===== src/rtl/hilbert_mask_if.sv =====
// Bin stream into and out of the Hilbert mask stage; the master drives input bins, the slave returns masked bins.
interface hilbert_mask_if #(parameter int total_bits = 32);
    logic                         ED;
    logic                         START;
    logic signed [total_bits-1:0] DReal;
    logic signed [total_bits-1:0] DImag;
    logic signed [total_bits-1:0] DOReal;
    logic signed [total_bits-1:0] DOImag;
    logic                         VLD;
    logic                         RDY;
    logic                         DONE;

    modport master (output ED, START, DReal, DImag, input DOReal, DOImag, VLD, RDY, DONE);
    modport slave  (input ED, START, DReal, DImag, output DOReal, DOImag, VLD, RDY, DONE);
endinterface


===== src/rtl/hilbert_mask.sv =====
// Streaming analytic-signal mask: keeps bins 0 and N/2, doubles 1..N/2-1, zeroes the rest, one-cycle latency.
// Define HILBERT_MASK_SAT_EN to saturate doubled bins instead of wrapping.
module hilbert_mask #(
    parameter int total_bits = 32,
    parameter int N          = 16,
    parameter int LOGN       = 4
) (
    input logic             CLK,
    input logic             RST,
    hilbert_mask_if.slave   bus
);
    localparam logic [0:0]      IDLE = 1'b0;
    localparam logic [0:0]      RUN  = 1'b1;
    localparam logic [LOGN-1:0] HALF = LOGN'(N / 2);
    localparam logic [LOGN-1:0] LAST = LOGN'(N - 1);

    logic [0:0]                   state;
    logic [LOGN-1:0]              k;
    logic                         accept;
    logic signed [total_bits-1:0] m_re, m_im;
    logic signed [total_bits-1:0] do_re, do_im;
    logic                         vld, rdy, done;

    function automatic logic signed [total_bits-1:0] dbl(input logic signed [total_bits-1:0] x);
`ifdef HILBERT_MASK_SAT_EN
        // The two top bits disagree exactly when 2*x leaves the signed range.
        if (x[total_bits-1] != x[total_bits-2])
            return x[total_bits-1] ? {1'b1, {(total_bits-1){1'b0}}} : {1'b0, {(total_bits-1){1'b1}}};
        return {x[total_bits-2:0], 1'b0};
`else
        return {x[total_bits-2:0], 1'b0};
`endif
    endfunction

    // START pre-empts the bin on the same cycle, even mid-frame.
    assign accept = (state == RUN) && bus.ED && !bus.START;

    always_comb begin
        m_re = '0;
        m_im = '0;
        if (k == '0 || k == HALF) begin
            m_re = bus.DReal;
            m_im = bus.DImag;
        end else if (k < HALF) begin
            m_re = dbl(bus.DReal);
            m_im = dbl(bus.DImag);
        end
    end

    always_ff @(posedge CLK) begin
        if (RST) begin
            state <= IDLE;
            k     <= '0;
            do_re <= '0;
            do_im <= '0;
            vld   <= 1'b0;
            rdy   <= 1'b0;
            done  <= 1'b0;
        end else begin
            vld  <= accept;
            rdy  <= accept && (k == '0);
            done <= accept && (k == LAST);
            if (accept) begin
                do_re <= m_re;
                do_im <= m_im;
            end
            if (bus.START) begin
                state <= RUN;
                k     <= '0;
            end else if (accept) begin
                if (k == LAST) begin
                    state <= IDLE;
                    k     <= '0;
                end else begin
                    k <= k + 1'b1;
                end
            end
        end
    end

    assign bus.DOReal = do_re;
    assign bus.DOImag = do_im;
    assign bus.VLD    = vld;
    assign bus.RDY    = rdy;
    assign bus.DONE   = done;
endmodule


===== src/flat_wrapper.sv =====
// flat-port wrapper written by rule: the top's interface ports become plain ports
module hilbert_mask_flat 
#(
    parameter int total_bits = 32,
    parameter int N          = 16,
    parameter int LOGN       = 4
)
  (CLK, RST, bus_ED, bus_START, bus_DReal, bus_DImag, bus_DOReal, bus_DOImag, bus_VLD, bus_RDY, bus_DONE);
  hilbert_mask_if #(.total_bits(total_bits)) bus_i ();
  input logic CLK;
  input logic RST;
  input wire logic [$bits(bus_i.ED)-1:0] bus_ED;
  input wire logic [$bits(bus_i.START)-1:0] bus_START;
  input wire logic [$bits(bus_i.DReal)-1:0] bus_DReal;
  input wire logic [$bits(bus_i.DImag)-1:0] bus_DImag;
  output wire logic [$bits(bus_i.DOReal)-1:0] bus_DOReal;
  output wire logic [$bits(bus_i.DOImag)-1:0] bus_DOImag;
  output wire logic [$bits(bus_i.VLD)-1:0] bus_VLD;
  output wire logic [$bits(bus_i.RDY)-1:0] bus_RDY;
  output wire logic [$bits(bus_i.DONE)-1:0] bus_DONE;
  assign bus_i.ED = bus_ED;
  assign bus_i.START = bus_START;
  assign bus_i.DReal = bus_DReal;
  assign bus_i.DImag = bus_DImag;
  assign bus_DOReal = bus_i.DOReal;
  assign bus_DOImag = bus_i.DOImag;
  assign bus_VLD = bus_i.VLD;
  assign bus_RDY = bus_i.RDY;
  assign bus_DONE = bus_i.DONE;
  hilbert_mask #(.total_bits(total_bits), .N(N), .LOGN(LOGN)) u_core (.CLK(CLK), .RST(RST), .bus(bus_i));
endmodule

===== config.mk =====
export PLATFORM = sky130hd
export DESIGN_NAME = hilbert_mask_flat
export DESIGN_NICKNAME = d
export VERILOG_FILES = /design/src/rtl/hilbert_mask_if.sv /design/src/rtl/hilbert_mask.sv /design/src/flat_wrapper.sv
export SDC_FILE = /design/constraint.sdc
export NUM_CORES = 1
export LEC_CHECK = 0
export BUFFER_PORTS_ARGS = -buffer_cell sky130_fd_sc_hd__buf_2
export CAP_MARGIN = 5
export CORE_ASPECT_RATIO = 0.5
export CORE_MARGIN = 2
export CORE_UTILIZATION = 48
export CTS_BUF_LIST = sky130_fd_sc_hd__clkbuf_8
export DETAILED_ROUTE_END_ITERATION = 10
export PLACE_DENSITY_LB_ADDON = 0.12
export SLEW_MARGIN = 20
export SYNTH_ARGS = -nofsm -noshare
export SYNTH_HDL_FRONTEND = slang
export SYNTH_SLANG_ARGS = --single-unit
export TNS_END_PERCENT = 5

===== constraint.sdc =====
create_clock -name CLK -period 2.8 [get_ports CLK]
set_input_delay 0 -clock CLK [delete_from_list [all_inputs] [get_ports CLK]]
set_output_delay 0 -clock CLK [all_outputs]
set_load 0.05 [all_outputs]

# Yosys cells after proc, flatten, opt, wreduce, memory -nomap -nowiden
# Index checks and enable logic that the tools add are counted.
classes:
  addsub: 1
  order_cmp: 1
  n_eq_ne: 2
  mux: 8
  reduce_logical: 11
op_table:
  columns: ["cell", "n"]
  rows:
  - ["$mux W32", 4]
  - ["$eq A4 B4 Y1 const B", 2]
  - ["$add A4 B1 Y4 const B", 1]
  - ["$logic_and A1 B1 Y1", 4]
  - ["$logic_not A4 Y1", 1]
  - ["$lt A4 B4 Y1 const B", 1]
  - ["$mux W4", 1]
  - ["$reduce_bool A2 Y1", 2]
  - ["$mux W1", 3]
  - ["$reduce_and A2 Y1", 1]
  - ["$reduce_or A2 Y1", 1]
  - ["$logic_not A1 Y1", 1]
  - ["$logic_or A1 B1 Y1", 1]
totals:
  ff_bits: 72
  in_bits: 68
  output_inout_bits: 67
  word_cells: 30

# Logic depth before layout (Yosys ltp)
logic_depth:
  depth_word: 4
  mapped_depth: 7
  ltp_nobuf: 5

# Worst setup path after synthesis
# OpenSTA, ideal clock, no wires.
synth_path:
  path_type: "register to register"
  from: "reg u_core.k[0]"
  to: "reg u_core.do_im[23], in the netlist u_core.bus.DOImag[23]"
  setup_time_ps: 146
  arrival_ps: 1260
  required_ps: 2654
  slack_ps: 1394
  path_stages_with_launch: 8
  n_path_buf: 2
  path_cell_list: "dfxtp_1 > inv_1 > ha_1 > nor2b_1 > buf_4 > buf_2 > a21oi_1 > a211oi_2"
synth_via:
  elab_chain_cells: 3
  word_cells_on_any_way: 6
  classes_between: "1 x order compare; 1 x eq/ne; 2 x mux; 2 x reduce/logical"
synth_lines:
  columns: ["element", "line_no", "source"]
  rows:
  - ["start, declared", "hilbert_mask.sv:18", "logic [LOGN-1:0] k;"]
  - ["start signal, assigned", "hilbert_mask.sv:75", "k <= k + 1'b1;"]
  - ["$lt A4 B4 Y1, or another cell as far along", "hilbert_mask.sv:44", "end else if (k < HALF) begin"]
  - ["$mux W32 or $logic_or A1 B1 Y1 (tied branches)", "hilbert_mask.sv:44, hilbert_mask.sv:41", null]
  - ["$mux W32 *", "hilbert_mask.sv:41", "if (k == '0 || k == HALF) begin"]
  - ["end signal, assigned", "hilbert_mask.sv:65", "do_im <= m_im;"]
  - ["end, declared", "hilbert_mask.sv:21", "logic signed [total_bits-1:0] do_re, do_im;"]
# Every way passes the cells marked *; elsewhere a longest branch is shown, timed or not.
# A chain may end at the register's enable or synchronous reset.

# Worst setup path in the final report
layout_path:
  from: "in bus_START"
  to: "reg u_core.do_re[31], in the netlist u_core.bus.DOReal[31]"
layout_via:
  elab_chain_cells: 2
layout_lines:
  columns: ["element", "line_no", "source"]
  rows:
  - ["start, declared", "flat_wrapper.sv:13", "input wire logic [$bits(bus_i.START)-1:0] bus_START;"]
  - ["$logic_not A1 Y1", "hilbert_mask.sv:36", "assign accept = (state == RUN) && bus.ED && !bus.START;"]
  - ["$logic_and A1 B1 Y1", "hilbert_mask.sv:36", null]
  - ["end signal, assigned", "hilbert_mask.sv:64", "do_re <= m_re;"]
  - ["end, declared", "hilbert_mask.sv:21", null]
# No other way between the ends.

==> reports/results.txt <==
status = finished, final reports clean
Max Slew Vio Count = 0
Multi-input gate area = 0.00185 mm^2
FP Rows = 22
CTS root buffer = clkbuf_8
gr usage total = 25.3%
vias in the first global route = 3,504
commonest non-fill, non-tap cell in the layout = buf_2
RSZ-0062 raised after global routing = no
# fillers = 595
crit path time final = 2.24 ns
final setup TNS = 0 ns
CTS Buffer Depth = 2
Synth Warn # = 0
layout cells sized above 1 = 32.1%
flops & latches, synth = 72
initial core utilization = 48.9%
Final setup viols = 0
Final Wtd Congestion = 0.797
initial antenna violation count = 0
Slew Limit Headroom = 51.5%
drt total wl = 10.1 mm
Cell Area, Synth = 0.00354 mm^2
CTS HTree Levels = 3
final period utilization = 80.2%
most frequent cells in the layout = buf_2, dlygate4sd3_1, dfxtp_1, nor2_1, a21oi_1
Mapped Avg Cell Area = 8.85 um^2
register area = 0.00144 mm^2
via count = 3,688
Pre-Repair DR Iteration Count = 4
CP cell instances = dlygate4sd3_1, buf_2, nand3b_2, buf_12, a21oi_1, a211oi_1, dlygate4sd3_1
crit path max-delay cell type = nand3b_2
nets = 658
CP Class = input pin to flip-flop
Synth Instances = 400
Reg clk slew, reported paths = 0.07 ns
global-route wire length before repair = 16.6 mm
Worst EP required = 3.04 ns
Seq/Total Area, Yosys = 40.7%
DRC violations left = 0
total gr overflow = 0
Via density = 5.36
fmax = 446 MHz
Top cell by count, worst path = dlygate4sd3_1
Ant. Diodes = 0
post-CTS setup buffers = 0
post-synth net total = 470
Die Ht = 64.7 um
total die area = 0.00812 mm^2
Routed Antenna Nets = 0
Startpoint Class = input pin
maximum vdd drop = 217 uV
wire per inst = 14.7 um
Fin. Hold Viols = 0
largest net degree at the start of global routing = 50
CTS tree = built
Worst Tran Pin Value = 0.727 ns
Distinct cells, synth = 29
port bufs = 134
skew final = 0.00778 ns
CP max stage delay = 0.59 ns
CTS sink count = 72
CP endpoint kind = flip-flop
P_leak = 2.11 nW
Power Dens Cells = 453 mW/mm^2
CTS buffer count = 9
die width = 125 um
worst hold slack = 0.0431 ns
hpwl dp = 5.99 mm
Crit Path Max Fanout = 43
CTS resizes = 0
Arr. time, crit path = 2.48 ns
Layout area overhead = 44.8%
IO Pins = 135
initial drt markers = 239
worst hold-check path type = input pin to flip-flop
Clk Latency, worst-skew pair = 0.35 ns
max-cap check violation count = 0
Core Footprint = 0.00724 mm^2
[where the power goes]
| group | switching, mW | total (mW) | internal, mW |
|---|---|---|---|
| registers | 0.0217 | 1.09 | 1.07 |
| clock network | 0.368 | 0.721 | 0.353 |
| logic | 0.318 | 0.512 | 0.194 |
[logic make-up (layout without fill, tap and decap cells)]
logic type	Yosys count	after routing	share of synthesized area (%)
buf+inv	46	238	7.42
xor+xnor	1	1	0.247
compound gates	131	131	27.5
fa+ha+maj	2	2	0.707
flops	72	72	40.7
simple gates	148	148	23.4
[metrics by stage]
stage	utilization, %	power (mW)	area (um^2)	setup slack, ns	cells
after global placement	57.8	1.54	4190	1.15	596
after floorplan	-	1.41	3540	1.39	400
after CTS	70.8	2.34	5120	0.590	688
final	70.8	2.32	5120	0.556	688
after detailed placement	57.8	1.54	4190	1.11	596
after global routing	70.8	2.43	5120	0.381	688
[synthesized netlist by cell type]
cell type,instances,area (um^2)
o211a_1,1,10.0
clkbuf_1,15,56.3
nand3b_2,1,11.3
nand4b_1,1,8.76
and2_1,1,6.26
o22ai_1,1,6.26
a2bb2oi_1,1,8.76
buf_2,15,75.1
nor4_1,1,6.26
a211oi_2,30,375
nand3b_1,62,465
buf_1,2,7.51
a21oi_1,65,325
inv_1,2,7.51
nor2b_1,1,6.26
a211oi_1,32,240
nor3_1,2,10.0
nor2_1,67,251
buf_6,7,78.8
and3b_1,1,8.76
nand3_1,4,20.0
buf_4,5,37.5
nand2b_1,1,6.26
a21boi_1,1,7.51
ha_1,2,25.0
xor2_1,1,8.76
dfxtp_1,72,1440
nand2_1,4,15.0
nand4_1,2,12.5
[registers in the layout, indices dropped and copies added, names as in the netlist]
name	flops
u_core.bus.DONE	1
u_core.bus.VLD	1
u_core.bus.DOImag	32
u_core.bus.RDY	1
u_core.state	1
u_core.k	4
u_core.bus.DOReal	32
[routing by layer]
metal	wire length [um]	share of wire, %	up-vias	global-route usage, %
met5	0	0	-	0
met4	93	0.92	0	7.22
met3	692	6.9	11	7.35
met2	4660	46	147	41.3
met1	4650	46	1711	32.9
li1	-	-	1819	-
[final cells by class]
class	count	share of cell area (%)
clock buffer	11	2.95
clock inverter	4	0.293
timing repair buffer	221	30.1
tap	96	2.34
multi-input combinational	282	36.0
inverter	2	0.146
sequential	72	28.1
[critical path: cells and delay by family]
family | cells | cell delay (ns)
AO/OA/AOI/OAI | 2 | 0.23
buffers and inverters | 4 | 1.64
AND/OR/NAND/NOR | 1 | 0.59
[path summary, 6_finish.rpt]
check,start,slack (ns),endpoint,cells after the start
min reg2reg,u_core.bus.DOImag[0],0.47,u_core.bus.DOImag[0],2
min,bus_ED,0.04,u_core.state,4
max,bus_START,0.56,u_core.bus.DOReal[31],7
max reg2reg,u_core.k[0],0.56,u_core.bus.DOImag[15],7
[repair_timing]
| item | in CTS | in global routing |
|---|---|---|
| endpoints found under the hold margin | 66 | 0 |
| hold buffers | 77 | 0 |
| endpoints found under the setup margin | 0 | 0 |
Power figures use the tool's default switching activity.
